<file path="src/rtl/bcd_disp_pkg.sv">
// +----------------------------------------------------------------------------+
// | bcd_disp_pkg : shared types and constants for the BCD scan display         |
// | Revision     : 1.0                                                         |
// +----------------------------------------------------------------------------+
`default_nettype none

package bcd_disp_pkg;

  typedef enum logic [1:0] {
    S_UNITS = 2'd0,
    S_TENS  = 2'd1,
    S_HUNDS = 2'd2,
    S_GAP   = 2'd3
  } state_t;

  localparam logic [6:0] SEG_OFF  = 7'h7F;
  localparam logic [6:0] SEG_DASH = 7'b0111111;

  localparam logic [2:0] AN_OFF   = 3'b111;
  localparam logic [2:0] AN_UNITS = 3'b110;
  localparam logic [2:0] AN_TENS  = 3'b101;
  localparam logic [2:0] AN_HUNDS = 3'b011;

  function automatic logic [2:0] anode_for(input state_t s);
    case (s)
      S_UNITS: return AN_UNITS;
      S_TENS:  return AN_TENS;
      S_HUNDS: return AN_HUNDS;
      default: return AN_OFF;
    endcase
  endfunction

endpackage

`default_nettype wire

</file>
<file path="src/rtl/seg7_decode.sv">
// +----------------------------------------------------------------------------+
// | seg7_decode : BCD digit to active-low {g,f,e,d,c,b,a}, dash for 10-15      |
// | Revision    : 1.0                                                          |
// +----------------------------------------------------------------------------+
`default_nettype none

module seg7_decode
  import bcd_disp_pkg::*;
(
  input  logic [3:0] digit,
  output logic [6:0] seg
);

  always_comb begin
    seg = SEG_DASH;
    case (digit)
      4'd0: seg = 7'b1000000;
      4'd1: seg = 7'b1111001;
      4'd2: seg = 7'b0100100;
      4'd3: seg = 7'b0110000;
      4'd4: seg = 7'b0011001;
      4'd5: seg = 7'b0010010;
      4'd6: seg = 7'b0000010;
      4'd7: seg = 7'b1111000;
      4'd8: seg = 7'b0000000;
      4'd9: seg = 7'b0010000;
      default: seg = SEG_DASH;
    endcase
  end

endmodule

`default_nettype wire

</file>
<file path="src/rtl/bcd_scan_display.sv">
// +----------------------------------------------------------------------------+
// | bcd_scan_display : 3-digit multiplexed common-anode display with blank gap |
// | Optional macro LEADING_ZERO_BLANK_EN blanks leading zero hundreds/tens.    |
// | Revision         : 1.0                                                     |
// +----------------------------------------------------------------------------+
`default_nettype none

module bcd_scan_display
  import bcd_disp_pkg::*;
#(
  parameter int REFRESH_DIV = 50000,
  parameter int GAP_CYCLES  = 4
) (
  input  logic       clk,
  input  logic       rst_n,
  input  logic       load,
  input  logic [3:0] Units,
  input  logic [3:0] Tens,
  input  logic [3:0] Hunds,
  output logic [6:0] seg,
  output logic [2:0] an
);

  localparam int MAX_CYC = (REFRESH_DIV > GAP_CYCLES) ? REFRESH_DIV : GAP_CYCLES;
  localparam int CNT_W   = $clog2(MAX_CYC + 1);
  localparam logic [CNT_W-1:0] DIGIT_LAST = CNT_W'(REFRESH_DIV - 1);
  localparam logic [CNT_W-1:0] GAP_LAST   = CNT_W'(GAP_CYCLES - 1);

  state_t           state, state_nxt;
  state_t           next_dig, next_dig_nxt;
  logic [CNT_W-1:0] cnt, cnt_nxt;
  logic [3:0]       sh_units, sh_tens, sh_hunds;
  logic [6:0]       seg_nxt;
  logic [2:0]       an_nxt;
  logic [3:0]       sel_digit;
  logic [6:0]       dec_seg;
  logic             blank;

  // The decoder always looks at the digit that the next gap exit will light.
  always_comb begin
    sel_digit = sh_units;
    case (next_dig)
      S_TENS:  sel_digit = sh_tens;
      S_HUNDS: sel_digit = sh_hunds;
      default: sel_digit = sh_units;
    endcase
  end

  seg7_decode u_decode (
    .digit (sel_digit),
    .seg   (dec_seg)
  );

`ifdef LEADING_ZERO_BLANK_EN
  assign blank = ((next_dig == S_HUNDS) && (sh_hunds == 4'd0)) ||
                 ((next_dig == S_TENS) && (sh_hunds == 4'd0) && (sh_tens == 4'd0));
`else
  assign blank = 1'b0;
`endif

  always_comb begin
    state_nxt    = state;
    next_dig_nxt = next_dig;
    cnt_nxt      = cnt + 1'b1;
    seg_nxt      = seg;
    an_nxt       = an;
    if (state == S_GAP) begin
      if (cnt == GAP_LAST) begin
        state_nxt = next_dig;
        cnt_nxt   = '0;
        seg_nxt   = blank ? SEG_OFF : dec_seg;
        an_nxt    = blank ? AN_OFF  : anode_for(next_dig);
        case (next_dig)
          S_UNITS: next_dig_nxt = S_TENS;
          S_TENS:  next_dig_nxt = S_HUNDS;
          default: next_dig_nxt = S_UNITS;
        endcase
      end
    end else if (cnt == DIGIT_LAST) begin
      state_nxt = S_GAP;
      cnt_nxt   = '0;
      seg_nxt   = SEG_OFF;
      an_nxt    = AN_OFF;
    end
  end

  always_ff @(posedge clk) begin
    if (!rst_n) begin
      state    <= S_GAP;
      next_dig <= S_UNITS;
      cnt      <= '0;
      seg      <= SEG_OFF;
      an       <= AN_OFF;
      sh_units <= 4'd0;
      sh_tens  <= 4'd0;
      sh_hunds <= 4'd0;
    end else begin
      state    <= state_nxt;
      next_dig <= next_dig_nxt;
      cnt      <= cnt_nxt;
      seg      <= seg_nxt;
      an       <= an_nxt;
      if (load) begin
        sh_units <= Units;
        sh_tens  <= Tens;
        sh_hunds <= Hunds;
      end
    end
  end

endmodule

`default_nettype wire

</file>
<file path="config.mk">
export PLATFORM = sky130hd
export DESIGN_NAME = bcd_scan_display
export DESIGN_NICKNAME = d
export VERILOG_FILES = /design/src/rtl/bcd_disp_pkg.sv /design/src/rtl/seg7_decode.sv /design/src/rtl/bcd_scan_display.sv
export SDC_FILE = /design/constraint.sdc
export NUM_CORES = 1
export LEC_CHECK = 0
export ABC_AREA = 0
export ABC_CLOCK_PERIOD_IN_PS = 4850
export CAP_MARGIN = 20
export CORE_UTILIZATION = 58
export DETAILED_ROUTE_END_ITERATION = 16
export PLACE_DENSITY = 0.84
export SYNTH_ARGS = -nofsm -noshare
export SYNTH_HDL_FRONTEND = slang
export SYNTH_SLANG_ARGS = --single-unit
</file>
<file path="constraint.sdc">
create_clock -name clk -period 4.85 [get_ports clk]
set_input_delay 0.485 -clock clk [delete_from_list [all_inputs] [get_ports clk]]
set_output_delay 0.485 -clock clk [all_outputs]
set_load 0.01 [all_outputs]
</file>
==> impl.org, run 1 <==
** GRT
- Vias in the first global route :: 1458
- For this run the aggregate overflow at the end of global routing stands at 0.
- Antenna violations before repair :: 0
- The first global-routing pass estimated between 6000 and 7000 um of wire.
- In the global route stage, overall resource usage came out at a little under a quarter.
- Global routing usage on met2 :: 43.5%
- Fraction of met3 tracks used by global routing :: 4.15%
- For this run, global-route usage on met1 was measured as 25.0%.
- Most Used Layer, Global Route :: met2
- Entering global routing, the biggest net connects 28 pins.

** Detailed routing
- After detailed routing, the number of vias per cell comes to approximately 5.5.
- Average wire per cell in the routed design :: 13.6 um
- Remaining antenna violation count :: 0
- The pre-antenna-repair detailed-routing pass consisted of 4 iterations.
- The routed design has 3630 um of wire.
- Starting DRC count in detailed routing :: a little over 40
- Across all layers, the routed design uses 1467 vias.
- Post-route DRC :: 0

** Clocking
- CTS-repair resized insts :: 0
- Buffer levels on the longest clock path :: 2
- Number of levels the H-tree was split into :: 2
- TritonCTS built the clock tree.
- The tree built by TritonCTS fans out to 42 sinks.
- Count of hold-fix buffers inserted at cts :: 0
- After clock tree synthesis, the clock-pin slew on the worst setup and hold paths is between 0.1 and 0.15 ns.
- TritonCTS buffer count :: 5
- At the later pin of the worst-skew pair, clock insertion delay measures about 0.34 ns.
- Post-CTS Setup Bufs :: 0
- In this run the clock root is driven by a clkbuf_4.

** Logic synthesis
- The most common cell in the synthesized netlist is dfxtp_1.
- Count of flip-flops with a built-in enable after synthesis :: 0
- Library cells used by synthesis :: 39
- After synthesis, the share of flip-flops with an asynchronous set or reset is 0%.
- Top cell type's share of synthesized area :: 44.0%
- Number of instances in the synthesized netlist :: 196
- Yosys warning count :: 0
- Summing every instance area after synthesis gives 1910 um^2.
- Synthesized area divided by synthesized cell count :: 9.76 um^2
- Synth area leaders :: dfxtp_1 44%, mux2i_1 6.3%, ha_1 5.9%, nor2_1 4.7%, nor2b_1 4.3%
- Total nets after synthesis :: 220
- Among all flip-flop cells after synthesis, the most frequent one is dfxtp_1.
- After synthesis, flip-flops and latches occupy 44.0% of the total area.
- Largest area contributor in the synthesized netlist :: dfxtp_1
- #FFs+latches synth :: 42
- Ranked by instance count, the synthesized netlist is headed by 42 x dfxtp_1, 24 x nor2_1, 13 x nor2b_1.

** Setup path
- Startpoint kind of the worst setup timing path :: flop
- Depth of the most critical reg-to-reg path :: 8
- Following the worst setup path forward leads to its endpoint at seg[3].
- At the worst endpoint, the arrival time is 2.60 ns.
- Element type at the critical path end :: flop
- Of all nets on the critical path, the largest fanout is 10.
- At the worst endpoint, the required time is 5.14 ns.
- The endpoint identified for the worst register-to-register timing path is seg[3].
- Launching element of the worst setup path :: next_dig[0]
- Start of the worst register-to-register path :: next_dig[0]
- Type of the setup path with the least slack :: flop to flop
- The setup check on the worst reg-to-reg path leaves a slack of 2.54 ns.

** Finish
- Final net count :: 246
- Share of cells above drive strength 1 :: 7.17%
- The layout has 268 filler cells.
- The area growth from synthesis to layout is 17.3%.
- 0 antenna diodes ended up in the layout.

** Placement
- Routability cong. :: 0.848
- OpenSTA, run right after detailed placement, puts the worst setup slack at around 2.5 ns.
- Buffers on Ports :: 24
- HPWL after detailed placement :: 2690 um

** Timing
- Final setup skew :: 0.00367 ns
- Crit path setup slack, layout :: 2.54 ns
- Subtracting the final worst setup slack from the clock period gives 2.31 ns.
- Final period util :: 47.6%
- TNS Setup :: 0 ns
- Setup violations remaining at the end of the flow were counted as 0.
- FMAX :: 0.433 GHz
- For the pin with the worst max-slew slack, the measured transition is 0.674 ns.
- Max Transition Viols Final :: 0
- In this run the tightest slew margin relative to its limit is 54.9%.
- The total count of hold-check failures in the final report came to 0.
- Setup repair after global routing left no endpoint under its margin.

** Die
- The floorplan step set the die width to 59.4 um.
- The initial utilization of the core area, before any placement, comes to 61.7%.
- DIE AREA :: 3530 um^2
- Row cnt :: 20
- Placeable core region :: 3100 um^2
- In this run the vertical extent of the chip is 59.4 um.
- For this design the top-level I/O count stands at 25.

** Hold path
- Hold WC Path Type :: flop to flop

** Status
- Result of the run :: completed

** Power and ir drop
- Power spread over the standard cell area amounts to 292 nW/um^2.
- The analysis attributes to cell leakage a power of 0.855 nW.
- Max rail drop VDD :: 0.201 mV

** Job
- Across the run, the number of max-cap violations was 0.
-- worst max-delay path, stage by stage (launching register included) --
cell	delay [ns]
dfxtp_1	0.40
inv_1	0.11
ha_1	0.46
nor2_1	0.07
a21oi_1	0.32
inv_1	0.17
ha_1	0.32
o31ai_1	0.25
o22a_1	0.17
-- power by group --
| group | leakage [nW] | total [mW] | switching (mW) | internal (mW) |
|---|---|---|---|---|
| combinational | 0.477 | 0.111 | 0.0568 | 0.0539 |
| sequential | 0.342 | 0.371 | 0.00979 | 0.361 |
| clock | 0.0353 | 0.173 | 0.103 | 0.0704 |
| total | 0.855 | 0.655 | 0.170 | 0.485 |
-- stage by stage --
| step | instance area (um^2) | power, mW | hold slack (ns) | util, % | std cells |
|---|---|---|---|---|---|
| finish | 2240 | 0.655 | 0.454 | 72.3 | 267 |
| global route | 2240 | 0.689 | 0.490 | 72.3 | 267 |
| CTS | 2240 | 0.661 | 0.460 | 72.3 | 267 |
| detailed placement | 2180 | 0.488 | 0.443 | 70.4 | 259 |
| global placement | 2180 | 0.482 | 0.427 | 70.4 | 259 |
| floorplan | 1910 | 0.450 | 0.413 | - | 196 |
-- state kept, by name (all words and copies together) (netlist names) --
name and flops:
cnt 16, seg 7, sh_hunds 4, sh_tens 4
sh_units 4, an 3, next_dig 2, state 2
-- worst min path at each step --
stage                       from  slack [ns]      to  cells past startpoint
after global placement    cnt[0]        0.43  cnt[0]                      1
after global routing      cnt[0]        0.49  cnt[0]                      1
after CTS                 cnt[0]        0.46  cnt[0]                      1
after detailed placement  cnt[0]        0.44  cnt[0]                      1
final                     cnt[0]        0.45  cnt[0]                      1
after floorplan           cnt[0]        0.41  cnt[0]                      1
-- kinds of logic after synthesis --
group / Yosys count / synth area share (%)
AO/OA/AOI/OAI: 35 / 14.4
XOR/XNOR: 14 / 6.41
adder cells (fa/ha/maj): 9 / 5.89
buffers and inverters: 10 / 2.22
flip-flops: 42 / 44.0
multiplexers: 12 / 6.28
AND/OR/NAND/NOR: 74 / 20.9
-- cells in the final DEF (no fill, tap or decap), types with 4 or more instances in the layout --
master,synthesis,routed
a22oi_1,4,4
a2bb2oi_1,7,7
clkbuf_4,0,5
clkdlybuf4s50_1,0,24
dfxtp_1,42,42
ha_1,9,9
inv_1,5,5
mux2i_1,12,12
nand2_1,9,9
nand3_1,5,5
nand4_1,4,4
nor2_1,24,24
nor2b_1,13,13
o21ai_0,4,4
o22a_1,5,5
xnor2_1,7,7
xor2_1,7,7
-- area by class of cell --
class	count	area [um^2]	area share, %
multi-input cells	144	1030	45.9
repair buffers	24	240	10.7
flip-flops and latches	42	841	37.5
inverters	5	18.8	0.836
well taps	44	55.1	2.45
clock inverters	1	5.00	0.223
clock buffers	7	55.1	2.45
-- metal layers --
layer	part of all wire, %	vias to the layer above	wire, um
met1	43	692	1550
li1	-	742	-
met3	2.6	7	93
met4	1.4	0	51
met5	0	-	0
met2	53	26	1930
Power figures use the tool's default switching activity.
==> run 2, diff against run 1 <==
- ABC_CLOCK_PERIOD_IN_PS: 4850 -> 2100
- CORE_UTILIZATION: 58 -> 49
- PLACE_DENSITY: 0.84 -> 0.76
- clock period: 4.85 -> 2.1 ns (I/O delays scaled with it)
==> run 2 against run 1 <==
Compared with the run above:
- sequential power is 130% higher
- worst hold slack better by 0.0059 ns
- register-to-register slack worse by 2.5 ns
- critical path type unchanged
- largest power group unchanged
==> impl.org, run 2 (same netlist as run 1, synthesis figures left out) <==
** Placement
- The minimum setup slack after placement came to 0.0196 ns (-2.47 ns).
- Routability cong. :: 0.791 (-6.7%)
- Buffers on Ports :: 24 (unchanged)
- The post-detailed-placement half-perimeter wirelength came to 2780 um (+3.2%).

** Clocking
- The clock latency of the later-clocked register in the worst-skew pair was 0.29 ns (-0.05 ns).
- Clock transition at the registers of the reported paths :: 0.08 ns (-0.03 ns)
- The level count of the clock H-tree was 2 (unchanged).
- Buffer levels on the longest clock path :: 2 (unchanged)
- The number of sinks on the clock net was 42 (unchanged).
- CTS tree :: built
- TritonCTS buffer count :: 5 (unchanged)
- Master cell of the clock root buffer :: clkbuf_8
- The hold buffer count at CTS was 0 (unchanged).

** Finish
- The top cell types in the final layout, fill and taps aside, are 42 x dfxtp_1, 24 x nor2_1, 24 x clkdlybuf4s50_1.
- The share of post-route cells with drive strength above 1 was 11.7% (+4.6 points).
- The net count reported at finish came to 253 (+2.8%).
- Count of inserted antenna diode cells :: 0 (unchanged)
- Utilization after layout :: 63.7% (-8.7 points)
- Leaving out fill and tap cells, the most frequent cell in the layout is dfxtp_1.
- The largest registers in the layout are cnt x16, seg x7.
- Reg with most FFs :: cnt
- Area delta synth->final :: 23.7%
- Max FFs per register :: 16 (unchanged)

** Timing
- Max Transition Viols Final :: 0 (unchanged)
- Tightest slew margin relative to the limit :: 77.0% (+22 points)
- Worst slew pin tran :: 0.345 ns (-0.330 ns)
- The smallest setup slack after layout was 0.0790 ns (-2.46 ns).
- The highest clock frequency the design can meet was 0.495 GHz (+14%).
- Final setup skew :: 0.00571 ns (+0.00204 ns)
- RSZ-0062 raised after global routing :: true
- Final hold violation count :: 0 (unchanged)
- Period minus WS final :: 2.02 ns (-0.288 ns)
- The share of the cycle needed by the critical path after routing is 96.2% (+49 points).
- Setup violators final :: 0 (unchanged)

** Power and ir drop
- The cell leakage power is 0.905 nW (+5.9%).
- Max rail drop VDD :: 0.438 mV (+120%)
- The power density over the cells came to 705 nW/um^2 (+140%).

** Detailed routing
- Vias :: 1503 (+2.5%)
- The remaining design rule violation count came to 0 (unchanged).
- Highest metal layer with signal wires :: met4
- WL met2 :: 1860 um (-3.4%)
- The length of routed wiring on met1 came to 1810 um (+17%).
- Wire length reported by the detailed router :: 3920 um (+8.1%)
- The number of violations reported at the end of detailed-routing iteration 0 was 84 (+100%).
- The routed via count divided by cell count is 5.41 (-1.6%).
- The remaining antenna violation count came to 0 (unchanged).
- The wire length per cell is 14.1 um (+3.8%).
- Met3 WL post-DR :: 170 um (+83%)
- DRT Pass-1 Iters :: 4 (unchanged)

** Setup path
- Type of the setup path with the least slack :: flop to flop
- Crit path required time :: 2.32 ns (-2.82 ns)
- The worst setup path is captured at a flop.
- The arrival time of the worst setup path came to 2.24 ns (-0.36 ns).
- The maximum net fanout on the critical path came to 27 (+17).
- Startpoint kind of the worst setup timing path :: flop

** GRT
- Vias in the first global route :: 1449 (-0.62%)
- Wire length of the first global-routing pass :: 6620 um (+7.2%)
- Antenna violations before repair :: 0 (unchanged)
- Global route total overflow :: 0 (unchanged)
- Pin count of the biggest net entering global routing :: 28 (unchanged)
- The aggregate global-route resource usage was 20.8% (-2.4 points).

** Die
- Boundary Pins :: 25 (unchanged)
- Placeable core region :: 3720 um^2 (+20%)
- The vertical extent of the die was 64.5 um (+8.5%).
- The number of placement rows was 22 (+10%).
- The initial core utilization is 51.5% (-10 points).
- Die width :: 64.5 um (+8.5%)
- The total die area is 4160 um^2 (+18%).

** Job
- Max cap viols :: 0 (unchanged)

** Hold path
- Hold WC Path Type :: flop to flop

** Status
- The flow ran to the end, and the final reports show no timing, DRC or antenna violations.
==> run 2: path summary, 6_finish.rpt <==
| path | startpoint | end | slack [ns] | cells after the start |
|---|---|---|---|---|
| hold reg to reg | cnt[0] | cnt[0] | 0.46 | 1 |
| setup / recovery | cnt[0] | state[1] | 0.08 | 6 |
| setup reg to reg | cnt[0] | state[1] | 0.08 | 6 |
| hold / removal | cnt[0] | cnt[0] | 0.46 | 1 |
==> run 2: critical path, stage by stage (launching register included) <==
cell       delay (ns)
dfxtp_1          0.36
ha_1             0.29
nand3_2          0.13
or4_4            0.52
a21o_2           0.27
nand2_8          0.18
a2bb2oi_1        0.19
==> run 2: timing repair <==
action / 4_1_cts / 5_1_grt
gates cloned: 0 / 0
resized for setup: 0 / 6
endpoints found under the setup margin: 23 / 27
pin swaps: 1 / 1
buffers inserted: 1 / 1
==> run 2: final cells by class <==
cell class	count	area (um^2)
inverters	5	18.8
clock buffers	7	86.3
multi-input cells	144	1060
clock inverters	1	5.00
flip-flops and latches	42	841
fillers	324	1350
well taps	48	60.1
repair buffers	31	293
==> run 2: power breakdown <==
group | total, mW | switching [mW] | internal, mW | leakage [nW]
clock | 0.533 | 0.268 | 0.265 | 0.0482
combinational | 0.280 | 0.138 | 0.142 | 0.514
sequential | 0.855 | 0.0224 | 0.833 | 0.342
==> run 2: routing by layer <==
layer / vias up / track usage [%]
met1: 701 / 26.2
met2: 36 / 34.6
met4: 0 / 8.33
met5: - / 0
li1: 757 / -
met3: 9 / 4.40
==> run 2: through the flow <==
stage	total power [mW]	hold slack, ns	setup TNS (ns)	cells	area (um^2)
2_1_floorplan	1.04	0.338	0	196	1910
3_3_place_gp	1.13	0.423	0	268	2230
3_5_place_dp	1.14	0.448	0	268	2230
4_1_cts	1.67	0.460	0	277	2330
5_1_grt	1.75	0.474	-0.0643	278	2370
6_report	1.67	0.459	0	278	2370
